<file path="config.mk">
export PLATFORM = sky130hd
export DESIGN_NAME = spi_flash_ctrl
export DESIGN_NICKNAME = d
export VERILOG_FILES = /design/src/rtl/spi_flash_pkg.sv /design/src/rtl/spi_flash_ctrl.sv
export SDC_FILE = /design/constraint.sdc
export NUM_CORES = 1
export LEC_CHECK = 0
export ABC_CLOCK_PERIOD_IN_PS = 3770
export CAP_MARGIN = 20
export CORE_MARGIN = 2
export CORE_UTILIZATION = 50
export DETAILED_ROUTE_END_ITERATION = 6
export DONT_BUFFER_PORTS = 1
export GPL_TIMING_DRIVEN = 0
export PLACE_DENSITY = 0.67
export SLEW_MARGIN = 20
export SYNTH_ARGS = -nofsm -noshare
export SYNTH_HDL_FRONTEND = slang
export SYNTH_SLANG_ARGS = --single-unit
</file>
<file path="constraint.sdc">
create_clock -name clk -period 3.77 [get_ports clk]
set_clock_uncertainty 0.1 [all_clocks]
set_input_delay 0.9425 -clock clk [delete_from_list [all_inputs] [get_ports clk]]
set_output_delay 0.9425 -clock clk [all_outputs]
set_load 0.01 [all_outputs]
</file>
<file path="src/rtl/spi_flash_pkg.sv">
// spi_flash_pkg: shared types and constants for the EN25F80 read-only SPI
// flash controller.
//   state_t        controller FSM states
//   SPI_CMD_READ   serial flash READ opcode
//   SPI_XFER_BITS  bits per word fetch (opcode + address + data)
//   SPI_DATA_BITS  data bits per word fetch
//   read_word()    builds the 64-bit outgoing shift word for an address
//   byte_swap()    turns the received bit stream into a little-endian word
package spi_flash_pkg;

    typedef enum logic [2:0] {
        IDLE,
        SETUP,
        SHIFT,
        HOLD,
        DONE,
        RECOVER
    } state_t;

    localparam logic [7:0] SPI_CMD_READ  = 8'h03;
    localparam int         SPI_XFER_BITS = 64;
    localparam int         SPI_DATA_BITS = 32;

    // Opcode, 24-bit byte address (word aligned, 1 MiB part), then 32 dummy
    // bits clocked out while the data word comes back.
    function automatic logic [SPI_XFER_BITS-1:0] read_word(input logic [31:0] addr);
        return {SPI_CMD_READ, 4'h0, addr[19:2], 2'b00, 32'h0};
    endfunction

    // The first received byte sits in the top byte of the stream; it must
    // land in the least significant byte of the word.
    function automatic logic [SPI_DATA_BITS-1:0] byte_swap(input logic [SPI_DATA_BITS-1:0] rx);
        return {rx[7:0], rx[15:8], rx[23:16], rx[31:24]};
    endfunction

endpackage

</file>
<file path="src/rtl/spi_flash_ctrl.sv">
// spi_flash_ctrl: read-only SPI master (mode 0) serving devctrl's flash port.
// Each request fetches one 32-bit word from the EN25F80 with a single READ
// (0x03) transaction and presents it little-endian.
// Ports:
//   clk, rst_n          system clock, asynchronous active-low reset
//   devEnable_i         flash selected by devctrl
//   readEnable_i        access is a read (writes are ignored)
//   addr_i              byte address, only [19:2] used
//   readData_o          fetched word, held until the next completed fetch
//   busy_o              request present and not yet satisfied
//   spi_clk_o           SPI clock, idles low
//   spi_cs_n_o          chip select, active low
//   spi_di_o            MOSI
//   spi_do_i            MISO
module spi_flash_ctrl
    import spi_flash_pkg::*;
#(
    parameter int CLK_DIV = 1,
    parameter int CS_IDLE = 3
) (
    input  logic        clk,
    input  logic        rst_n,
    input  logic        devEnable_i,
    input  logic        readEnable_i,
    input  logic [31:0] addr_i,
    output logic [31:0] readData_o,
    output logic        busy_o,
    output logic        spi_clk_o,
    output logic        spi_cs_n_o,
    output logic        spi_di_o,
    input  logic        spi_do_i
);

    localparam logic [3:0] DIV_LAST = 4'(CLK_DIV - 1);
    localparam logic [3:0] REC_LAST = 4'(CS_IDLE - 1);
    localparam logic [5:0] BIT_LAST = 6'(SPI_XFER_BITS - 1);

    state_t                     state, state_nx;
    logic [3:0]                 phase_cnt;
    logic [5:0]                 bit_cnt;
    logic [SPI_XFER_BITS-1:0]   shift_q;
    logic [SPI_XFER_BITS-1:0]   cmd_word;
    logic                       req;
    logic                       tick;
    logic                       bit_end;
    logic                       in_xfer_nx;
    logic                       unused_addr;

    assign req      = devEnable_i & readEnable_i;
    assign busy_o   = req & (state != DONE);
    assign cmd_word = read_word(addr_i);
    // Last clk cycle of the current SPI half-period.
    assign tick     = (phase_cnt == DIV_LAST);
    // End of a high phase: sample MISO, shift, advance the bit.
    assign bit_end  = (state == SHIFT) & tick & spi_clk_o;
    assign unused_addr = ^{addr_i[31:20], addr_i[1:0]};

    always_ff @(posedge clk or negedge rst_n) begin
        if (!rst_n) state <= IDLE;
        else        state <= state_nx;
    end

    always_comb begin
        state_nx = state;
        case (state)
            IDLE:    if (req)                            state_nx = SETUP;
            SETUP:   if (tick)                           state_nx = SHIFT;
            SHIFT:   if (bit_end && bit_cnt == BIT_LAST) state_nx = HOLD;
            HOLD:    if (tick)                           state_nx = DONE;
            DONE:    if (!req)                           state_nx = RECOVER;
            RECOVER: if (phase_cnt == REC_LAST)          state_nx = IDLE;
            default:                                     state_nx = IDLE;
        endcase
    end

    assign in_xfer_nx = (state_nx == SETUP) | (state_nx == SHIFT) | (state_nx == HOLD);

    // SPI pins are driven from flops computed one cycle ahead, so they are
    // glitch-free and line up with the state they belong to.
    always_ff @(posedge clk or negedge rst_n) begin
        if (!rst_n) begin
            phase_cnt  <= '0;
            bit_cnt    <= '0;
            shift_q    <= '0;
            spi_clk_o  <= 1'b0;
            spi_cs_n_o <= 1'b1;
            spi_di_o   <= 1'b0;
            readData_o <= '0;
        end else begin
            spi_cs_n_o <= ~in_xfer_nx;

            if (state_nx != state)
                phase_cnt <= '0;
            else if (state == RECOVER ||
                     ((state == SETUP || state == SHIFT || state == HOLD) && !tick))
                phase_cnt <= phase_cnt + 4'd1;
            else
                phase_cnt <= '0;

            if (state == SHIFT && tick) spi_clk_o <= ~spi_clk_o;
            else if (state != SHIFT)    spi_clk_o <= 1'b0;

            if (state == IDLE && req) begin
                shift_q  <= cmd_word;
                spi_di_o <= cmd_word[SPI_XFER_BITS-1];
            end else if (bit_end) begin
                // The whole stream shifts through; after 64 bits the low
                // half holds exactly the 32 data bits.
                shift_q  <= {shift_q[SPI_XFER_BITS-2:0], spi_do_i};
                spi_di_o <= (bit_cnt == BIT_LAST) ? 1'b0 : shift_q[SPI_XFER_BITS-2];
                bit_cnt  <= bit_cnt + 6'd1;
            end

            // A request that went away mid-transfer never publishes its data.
            if (state == HOLD && tick && req)
                readData_o <= byte_swap(shift_q[SPI_DATA_BITS-1:0]);
        end
    end

endmodule
</file>
==> impl_metrics.env <==
export IMPL_yosysWarnings=0
export IMPL_slowest_delay_ns=0.36
export IMPL_leakage_nw=2.53
export IMPL_ir_drop_mv=0.204
export IMPL_setup_viol=0
export IMPL_postCtsHoldBufs=0
export IMPL_syn_avg_cell_area_um2=14.6
export IMPL_cellPowerDensity_mw_per_mm2=392
export IMPL_post_cts_setup_buffer_count=0
export IMPL_synth_seq_cells=111
export IMPL_synth_nets=353
export IMPL_dpl_hpwl_mm=4.93
export IMPL_vias=2539
export IMPL_hold_class="input port to asynchronous set/reset pin"
export IMPL_viasPerCell=5.82
export IMPL_die_y_um=99.6
export IMPL_syn2layout_area_growth_pct=7.06
export IMPL_tritoncts="yes"
export IMPL_rows=34
export IMPL_yosysSeqAreaShare_pct=60.8
export IMPL_relSlewSlack_pct=66.1
export IMPL_worst_slew_pin_slew_ns=0.508
export IMPL_h_tree_depth=3
export IMPL_yosysTopAreaCell="dfrtp_1"
export IMPL_synth_area_top_cells="dfrtp_1, mux2_4, a22o_1"
export IMPL_cp_end_kind="output pin"
export IMPL_core_mm2=0.00881
export IMPL_cts_root_buf="clkbuf_8"
export IMPL_path_max_fanout=10
export IMPL_required_ns=2.73
export IMPL_worstPathArrival_ns=1.67
export IMPL_gp_congestion=0.748
export IMPL_cp_num_buf_inv=2
export IMPL_initial_core_util_pct=51.9
export IMPL_routed_wl_mm=7.54
export IMPL_clk_path_buf_depth=2
export IMPL_cts_resized=0
export IMPL_worstPathCellList="buf_2 > nor2_1 > clkbuf_1 > a21oi_1"
export IMPL_synth_cell_types=40
export IMPL_wl_per_cell_um=17.3
export IMPL_placed_area_mm2=0.00470
export IMPL_nets=364
export IMPL_min_period_over_period_pct=71.8
export IMPL_worst_setup_path_type="flop to output pin"
export IMPL_grt_use_total_pct=16.6
export IMPL_maxSlewViolCount=0
export IMPL_first_global_vias=2598
export IMPL_status="completed"
export IMPL_clkSinkCount=111
export IMPL_cp_start_kind="flop"
export IMPL_cp_num_cells=4
export IMPL_cts_buffers=9
export IMPL_crit_family="buffers and inverters"
export IMPL_portBuffers=0
export IMPL_syn_inst=312
export IMPL_syn_area_mm2=0.00457
export IMPL_drive_above_1_share_pct=21.6
export IMPL_drt_first_pass_iters=4
export IMPL_synth_top_cell_area_share_pct=60.2
export IMPL_cap_violations=0
export IMPL_tns_ns=0
export IMPL_rsz0062_at_grt="no"
export IMPL_grt_pass1_wl_mm=13.0
export IMPL_drc=0
export IMPL_period_minus_slack_ns=2.71
export IMPL_antenna_found_initial=0
export IMPL_path_clk_slew_ns=0.10
export IMPL_io_pins=73
export IMPL_dieArea_mm2=0.00992
export IMPL_fin_area_mm2=0.00489
export IMPL_die_width_um=99.6
export IMPL_gr_total_overflow=0
export IMPL_rr_worst_depth=7
export IMPL_antenna_cells=0
export IMPL_max_freq_mhz=369
export IMPL_crit_slowest_cell="dfrtp_1"
export IMPL_postRouteAntennaNets=0
export IMPL_fillerInstances=720
export IMPL_hold_viol=0
export IMPL_worstSkewPairLatency_ns=0.36
export IMPL_grt_max_degree=112
export IMPL_drtIter0Drc=107
metrics by stage:
step                instances  hold WS [ns]  utilization, %  total power, mW  setup WS (ns)
global route              436         0.135            55.6             1.99          0.935
CTS                       436         0.152            55.6             1.94           1.04
global placement          420         0.364            53.4             1.25           1.34
finish                    436         0.167            55.6             1.92           1.06
detailed placement        420         0.365            53.4             1.26           1.32
floorplan                 312         0.346               -             1.25           1.46
cells in the mapped netlist, drive strengths merged:
master	count
a21oi	2
a221o	18
a22o	43
a22oi	2
a2bb2oi	1
a311oi	1
a31o	1
a32o	1
and2	3
and3	20
and3b	1
buf	22
clkbuf	4
dfrtp	110
dfstp	1
ha	4
inv	6
mux2	33
nand2	3
nand2b	1
nand3	6
nand3b	1
nand4	1
nor2	5
nor2b	1
nor3	1
nor3b	2
nor4bb	2
o21ai	1
o221ai	1
o32a	2
or2	1
or4b	1
xnor2	10
power by group:
group          switching, mW  internal (mW)  leakage [nW]
registers             0.0114           1.20          1.48
logic                0.00641         0.0112         0.961
clock network          0.377          0.309        0.0937
total                  0.394           1.52          2.53
final timing paths:
kind                                    from          end  slack [ns]
worst max-delay path                state[1]       busy_o        1.06
worst min-delay path                   rst_n  shift_q[53]        0.17
worst max register to register  phase_cnt[0]  shift_q[36]        1.42
worst min register to register    bit_cnt[5]   bit_cnt[5]        0.38
max in group asynchronous              rst_n   spi_cs_n_o        3.21
min in group clk                  bit_cnt[5]   bit_cnt[5]        0.38
cell usage in the layout, fill, tap and decap left out, drive strengths merged, types with 5 or more instances in the layout:
cell type,count
nor2,5
nand3,6
a22o,43
a221o,18
mux2,33
inv,7
clkbuf,15
xnor2,10
buf,22
dfrtp,110
and3,20
cells by family after synthesis:
| logic type | after synthesis | share of synthesized area (%) |
|---|---|---|
| AOI/OAI and AO/OA | 73 | 14.4 |
| xor gates and xnor gates | 10 | 1.92 |
| adders and majority gates | 4 | 1.10 |
| buffers and inverters | 32 | 4.46 |
| DFF | 111 | 60.8 |
| muxes | 33 | 10.6 |
| and+or+nand+nor | 49 | 6.74 |
sequential cells by signal (all words and copies together), names as in the netlist:
name / flops
spi_clk_o: 1
state: 3
bit_cnt: 6
spi_di_o: 1
shift_q: 63
phase_cnt: 4
readData_o: 32
spi_cs_n_o: 1
per-layer routing:
layer	wire length (um)	global-route usage, %
met5	0	0
met4	87	5.27
met3	338	5.27
met2	3490	25.1
met1	3620	23.0
area by class of cell:
type / instances / area [um2] / area share (%)
buffer: 26 / 181 / 3.71
clock inverter: 5 / 56.3 / 1.15
tap: 108 / 135 / 2.76
multi-input combinational: 169 / 1590 / 32.4
inverter: 6 / 22.5 / 0.460
clock buffer: 11 / 131 / 2.69
sequential: 111 / 2780 / 56.8
Power figures use the tool's default switching activity.
